## src/rtl/regfile_sb.sv

```systemverilog
// Register file with two combinational read ports, one write port and a
// per-register busy scoreboard with reserve/flush and a registered busy count.
module regfile_sb #(
  parameter int DATA_W = 32,
  parameter int ADDR_W = 5,
  parameter bit BYPASS = 1'b1
) (
  input  logic              iClk,
  input  logic              nRst,
  input  logic              iWrite,
  input  logic [ADDR_W-1:0] iAddrC,
  input  logic [DATA_W-1:0] iRegC,
  input  logic [ADDR_W-1:0] iAddrA,
  input  logic [ADDR_W-1:0] iAddrB,
  output logic [DATA_W-1:0] oRegA,
  output logic [DATA_W-1:0] oRegB,
  input  logic              iReserve,
  input  logic [ADDR_W-1:0] iAddrR,
  input  logic              iFlush,
  output logic              oBusyA,
  output logic              oBusyB,
  output logic [ADDR_W-1:0] oBusyCount
);

  localparam int DEPTH = 2 ** ADDR_W;

  logic [DATA_W-1:0] regs_reg [DEPTH];
  logic [DEPTH-1:0]  busy_reg;
  logic [DEPTH-1:0]  busy_next;
  logic [ADDR_W-1:0] busy_count_reg;
  logic [ADDR_W-1:0] busy_count_next;
  logic              write_hit;
  logic              reserve_hit;

  assign write_hit   = iWrite && (iAddrC != '0);
  assign reserve_hit = iReserve && (iAddrR != '0);

  // Entry 0 is never written after reset; the read mux also forces it to zero.
  always_ff @(posedge iClk) begin
    if (!nRst) begin
      for (int i = 0; i < DEPTH; i++) begin
        regs_reg[i] <= '0;
      end
    end else if (write_hit) begin
      regs_reg[iAddrC] <= iRegC;
    end
  end

  // Reserve is applied after the write-clear so it wins on an address collision.
  always_comb begin
    busy_next = busy_reg;
    if (iFlush) begin
      busy_next = '0;
    end else begin
      if (write_hit) begin
        busy_next[iAddrC] = 1'b0;
      end
      if (reserve_hit) begin
        busy_next[iAddrR] = 1'b1;
      end
    end
    busy_next[0] = 1'b0;
    busy_count_next = ADDR_W'($countones(busy_next));
  end

  always_ff @(posedge iClk) begin
    if (!nRst) begin
      busy_reg       <= '0;
      busy_count_reg <= '0;
    end else begin
      busy_reg       <= busy_next;
      busy_count_reg <= busy_count_next;
    end
  end

  assign oBusyCount = busy_count_reg;

  generate
    for (genvar gi = 0; gi < 2; gi++) begin : g_rd
      logic [ADDR_W-1:0] addr;
      logic [DATA_W-1:0] data;
      logic              busy;

      assign addr = (gi == 0) ? iAddrA : iAddrB;

      always_comb begin
        data = regs_reg[addr];
        busy = busy_reg[addr];
        if (addr == '0) begin
          data = '0;
          busy = 1'b0;
        end else if (BYPASS && iWrite && (iAddrC == addr)) begin
          data = iRegC;
          busy = 1'b0;
        end
      end
    end
  endgenerate

  assign oRegA  = g_rd[0].data;
  assign oBusyA = g_rd[0].busy;
  assign oRegB  = g_rd[1].data;
  assign oBusyB = g_rd[1].busy;

endmodule

```

## config.mk

```make
export PLATFORM = sky130hd
export DESIGN_NAME = regfile_sb
export DESIGN_NICKNAME = d
export VERILOG_FILES = /design/src/rtl/regfile_sb.sv
export SDC_FILE = /design/constraint.sdc
export NUM_CORES = 2
export LEC_CHECK = 0
export BUFFER_PORTS_ARGS = -buffer_cell sky130_fd_sc_hd__buf_2
export CAP_MARGIN = 20
export CORE_MARGIN = 2
export CORE_UTILIZATION = 58
export CTS_BUF_LIST = sky130_fd_sc_hd__clkbuf_8
export DETAILED_ROUTE_END_ITERATION = 6
export PLACE_DENSITY = 0.8
export SLEW_MARGIN = 10
export SYNTH_ARGS = -nofsm -noshare
export SYNTH_HDL_FRONTEND = slang
export SYNTH_SLANG_ARGS = --single-unit
export TNS_END_PERCENT = 1
```

## constraint.sdc

```tcl
create_clock -name iClk -period 6.87 [get_ports iClk]
set_input_delay 0.687 -clock iClk [delete_from_list [all_inputs] [get_ports iClk]]
set_output_delay 0.687 -clock iClk [all_outputs]
set_load 0.01 [all_outputs]
```

Word level (Yosys, flattened, before mapping)
Memory sizes are Yosys's and may differ from the RTL's.
Cells that the tools add are included.

cells by class
  $add $sub $neg = 30
  $lt $le $gt $ge = 6
  multiplexer cells = 27
  reduce and logical (&&, ||, !) cells = 11
  eq/ne operators = 2
  bitwise operators = 3

operators by type and width
  operator                                                                              count
  32-bit two-way mux                                                                    9
  32-bit bitwise AND                                                                    1
  32-bit inverter                                                                       1
  32-bit bitwise OR                                                                     1
  32-bit OR reduction                                                                   1
  1-bit by 1-bit adder with 2-bit output                                                15
  5-bit by 6-bit less-than comparator with 1-bit output (second input constant)         4
  2-bit by 2-bit adder with 3-bit output                                                7
  3-bit by 3-bit adder with 4-bit output                                                4
  1-bit two-way mux                                                                     13
  4-bit by 4-bit adder with 5-bit output                                                2
  1-bit binary-select mux with 5-bit select                                             2
  1-bit demux with 5-bit select                                                         2
  5-bit equality test                                                                   2
  5-bit by 1-bit greater-or-equal comparator with 1-bit output (second input constant)  2
  5-bit logical NOT                                                                     2
  5-bit nonzero test                                                                    2
  1-bit logical AND                                                                     6
  5-bit adder                                                                           1
  5-bit two-way mux                                                                     1
  1-bit by 2-bit adder with 3-bit output                                                1

word-level totals
  bits in writable memories = 1,024
  input bits = 57
  register bits after elaboration = 37
  memories = 1
  word-level logic and storage cells = 83

memory list
  name      words  width  rd ports  clocked after memory_dff  wr ports  line  RTL
  regs_reg  32     32     2         0                         32        27    logic [DATA_W-1:0] regs_reg [DEPTH];

Longest topological paths before layout
  depth in word-level cells = 16
  gate-level depth with buffers = 23
  gate-level depth less buffers = 21

Worst setup path after synthesis
OpenSTA, ideal clock, no wires.

  kind = input-to-reg
  start point = in iAddrC[4]
  end point = reg busy_count_reg[4] (netlist: oBusyCount[4])
  path slack = 0.585 ns
  cell stages on the path = 23
  setup time = 0.128 ns
  arrival time = 6.157 ns
  cells stage by stage = clkbuf_1 -> or3b_2 -> clkbuf_1 -> nor2_1 -> nand2_1 -> a22oi_1 -> nor2_1 -> fa_1 -> inv_1 -> fa_1 -> inv_1 -> fa_1 -> fa_1 -> fa_1 -> inv_1 -> fa_1 -> fa_1 -> inv_1 -> fa_1 -> a21o_1 -> a21oi_1 -> xor2_1 -> nor2_1

between the ends
  longest elaborated chain between the ends = 16
  elaborated cells on any way between the ends = 44
  those cells by class = add/sub: 30; order compare: 2; mux: 6; bitwise: 3; reduce/logical: 3

RTL lines
  what                                                                                                                                                                line  RTL
  start, declared                                                                                                                                                     11    input logic [ADDR_W-1:0] iAddrC,
  5-bit by 6-bit less-than comparator with 1-bit output (implied by the code) / 5-bit by 1-bit greater-or-equal comparator with 1-bit output (equally long branches)  56    busy_next[iAddrC] = 1'b0;
  1-bit logical AND (implied by the code)                                                                                                                             56
  1-bit two-way mux (implied by the code)                                                                                                                             56
  1-bit demux with 5-bit select                                                                                                                                       56
  32-bit inverter (no line)                                                                                                                                           n/a
  32-bit bitwise AND (no line)                                                                                                                                        n/a
  32-bit two-way mux (*)                                                                                                                                              55    if (write_hit) begin
  32-bit two-way mux (*)                                                                                                                                              52    if (iFlush) begin
  32-bit bitwise OR (no line)                                                                                                                                         n/a
  32-bit two-way mux (*)                                                                                                                                              58    if (reserve_hit) begin
  32-bit two-way mux (*)                                                                                                                                              52
  via busy_next[6]                                                                                                                                                    29    logic [DEPTH-1:0] busy_next;
  1-bit by 1-bit adder with 2-bit output (implied by the code) (*)                                                                                                    63    busy_count_next = ADDR_W'($countones(busy_next));
  2-bit by 2-bit adder with 3-bit output (implied by the code) (*)                                                                                                    63
  3-bit by 3-bit adder with 4-bit output (implied by the code) (*)                                                                                                    63
  4-bit by 4-bit adder with 5-bit output (implied by the code) (*)                                                                                                    63
  5-bit adder (implied by the code) (*)                                                                                                                               63
  end signal, assigned                                                                                                                                                72    busy_count_reg <= busy_count_next;
  end, declared                                                                                                                                                       30    logic [ADDR_W-1:0] busy_count_reg;

Mark *: on every way through the listed nets, which the timed path passes. The rest lies on a longest branch. The select of a mux whose other input is x is not followed.
A chain may end at the register's enable or synchronous reset.

Worst setup path in the final report
  start point = in iAddrC[3]
  end point = reg busy_count_reg[4] (netlist: oBusyCount[4])

The elaborated chain is that of the path after synthesis.

==> reports/qor.yml <==
clock_network:
  htree_num_levels: 4
  postCtsHoldBufs: 0
  insertion_delay_ns: 0.89
  clkTransAtPathRegs_ns: 0.06
  cts_buffers: 174
  clockRootBuffer: "clkbuf_8"
  post_cts_buffers: 0
  cts.path.max_buffers: 3
  cts_sinks: 1060
  cts_resized: 0
  cts_tree: "built"
drt:
  wirelength_mm: 197
  wire_per_inst_um: 34.7
  drtPass1Iterations: 6
  route.detailed.drc: 1
  via_per_inst: 7.19
  first_iter_violations: 7250
  postRouteAntennaNets: 0
  vias: 40728
placed_design:
  hpwlAfterDp_mm: 110
  placed_area_mm2: 0.0604
  gp_congestion: 0.913
  io_buffers: 127
  dpl_worst_slack_ns: 0.333
worst_setup_path:
  crit_fanout: 4
  critPathMaxStageDelay_ns: 0.58
  required_ns: 7.58
  crit_chain: "buf_2 -> or3b_2 -> nor2_1 -> nand2_1 -> a22oi_1 -> nor2_1 -> fa_1 -> inv_1 -> fa_1 -> inv_1 -> fa_1 -> fa_1 -> fa_1 -> inv_1 -> fa_1 -> fa_1 -> inv_1 -> fa_1 -> a21o_1 -> a21oi_1 -> xor2_1 -> nor2_1"
  cp.arrival_ns: 6.45
  cp_slowest_cell: "fa_1"
  cpMostUsedCell: "fa_1"
  ff2ff_path_depth: 18
  endpoint_kind: "flip-flop"
  crit_family: "adder cells"
  worst-path-buf-inv: 5
  reg2reg_from: "busy_reg[6]"
  r2r-end: "oBusyCount[4]"
  worst_setup_path_start_kind: "input pin"
  reg2reg_slack_ns: 1.60
  worstSetupPathType: "input pin to flip-flop"
flow_run:
  cap_violations: 0
grt:
  gr-total-overflow: 0
  antenna_found_initial: 16
  grt_start_max_net_pins: 104
  grt_usage: 0.383
  grt_pass1_vias: 40594
  grt_pass1_wl_mm: 279
logic_synthesis:
  synth_ff_type: "edfxtp_1"
  synth_top_family_by_area: "multiplexers"
  syn-instance-count: 4185
  ys_seq_area_frac: 0.538
  yosys.area_share.simple: 0.139
  synthTopCellsByArea: "edfxtp_1 53%, mux4_2 17%, and2_1 11%, mux2i_1 3.5%, clkbuf_1 2.0%"
  ys_async_sr_fraction: 0
  avgSynthCellArea_um2: 14.0
  syn_area_mm2: 0.0585
  synth_xor_area_frac: 0.00195
  synth_cell_types: 55
  synth_compound_area_frac: 0.0530
  muxShareOfSynthArea: 0.220
  synth_edf_count: 1024
  synth.most_common_cell: "edfxtp_1"
  ys_seq_elements: 1060
  synth_adder_area_share: 0.00938
  ys_top_cells_by_count: "1024 x edfxtp_1, 997 x and2_1, 453 x mux4_2"
  synth_top_area_share: 0.526
  synth_largest_area_cell: "edfxtp_1"
  ys_warn_count: 0
hold_path:
  hold_depth: 4
  min_from: "iAddrR[0]"
  min_to: "busy_reg[7]"
  hold_class: "input pin to flip-flop"
run_status:
  violations: "DRC"
  status: "finished, violations left"
timing:
  period_share: 0.835
  clock_skew_ns: 0.0490
  setup_viol: 0
  worst_slack_ns: 1.14
  timing.setup.tns_ns: 0
  max_freq_ghz: 0.174
  tightest_slew_ns: 1.27
  min_period_ns: 5.73
  slew_viol_final: 0
  slew_headroom: 0.154
  rsz0062_at_grt: "false"
  final_hold_viol_count: 0
power_and_ir_drop:
  pwr_density_cell_mw_per_mm2: 232
  irDropWorstVdd_uv: 171
  leakage_nw: 22.9
final_layout:
  final_net_count: 4305
  fin_area_mm2: 0.0635
  nFillCells: 7145
  largest_reg_flops: 1024
  syn2layout_area_growth_pct: 8.69
  drive_above_1_share: 0.243
floorplanning:
  die_h_um: 321
  core_area_mm2: 0.100
  io_pins: 128
  die_x_um: 321
  start_util: 0.585
  fp-row-count: 116
  die_area_mm2: 0.103
==> worst max path at each step <==
| stage | start | end | depth (start not counted) |
|---|---|---|---|
| global placement | iAddrC[3] | oBusyCount[4] | 22 |
| CTS | iAddrC[3] | oBusyCount[4] | 22 |
| finish | iAddrC[3] | oBusyCount[4] | 22 |
| floorplan | iAddrC[4] | oBusyCount[4] | 23 |
| global route | iAddrC[4] | oBusyCount[4] | 23 |
| detailed placement | iAddrC[3] | oBusyCount[4] | 22 |
==> cells by family (layout without fill, tap and decap cells) <==
kind of cell | count (synthesis) | count (layout)
buf+inv | 493 | 628
compound gates | 449 | 449
mux | 711 | 711
fa+ha+maj | 30 | 30
flops | 1060 | 1060
simple gates | 1428 | 1428
other cells | 1 | 51
xor+xnor | 13 | 13
==> worst register-to-register path, delay by kind of cell, from the launching register on <==
family          cells  cell delay [ns]
flops               1             0.31
fa+ha+maj           8             3.64
compound gates      3             0.60
buf+inv             4             0.24
simple gates        2             0.16
xor+xnor            1             0.16
==> layout make-up <==
| class | instances | area (um2) | share of cell area |
|---|---|---|---|
| Sequential cell | 1060 | 31500 | 0.495 |
| Antenna cell | 19 | 47.5 | 0.000748 |
| Clock buffer | 179 | 2460 | 0.0388 |
| Tap cell | 1298 | 1620 | 0.0256 |
| Inverter | 65 | 245 | 0.00386 |
| Timing Repair Buffer | 254 | 1720 | 0.0270 |
| Clock inverter | 130 | 643 | 0.0101 |
| Multi-Input combinational cell | 2663 | 25300 | 0.399 |
==> where the power goes <==
part	leakage, nW	internal [mW]	switching [mW]	total [mW]
combinational	11.0	0.787	1.18	1.97
clock	1.83	2.53	2.64	5.16
sequential	10.1	7.45	0.179	7.63
total	22.9	10.8	4.00	14.8
==> metrics by stage <==
step	power (mW)	hold WS, ns	cells	utilization
after floorplan	8.94	0.541	4216	-
after global placement	9.59	0.603	5338	0.603
after detailed placement	9.64	0.607	5339	0.604
after CTS	14.7	0.224	5648	0.635
after global routing	15.1	0.321	5653	0.635
final	14.8	0.262	5668	0.635
==> layer usage <==
| metal | part of all wire | track usage |
|---|---|---|
| met1 | 0.32 | 0.473 |
| met2 | 0.45 | 0.576 |
| met3 | 0.16 | 0.135 |
| met4 | 0.072 | 0.246 |
| met5 | 0.00047 | 0 |
==> cell usage in the layout, fill, tap and decap left out, types with 90 or more instances in the layout <==
master | netlist | layout
buf_2 | 57 | 119
and2_1 | 997 | 997
mux4_2 | 453 | 453
nor2_1 | 120 | 90
inv_1 | 64 | 129
mux2i_1 | 204 | 204
edfxtp_1 | 1024 | 1024
nand2_1 | 178 | 152
buf_4 | 32 | 125
clkbuf_8 | 0 | 179
(Power assumes the default switching activity.)
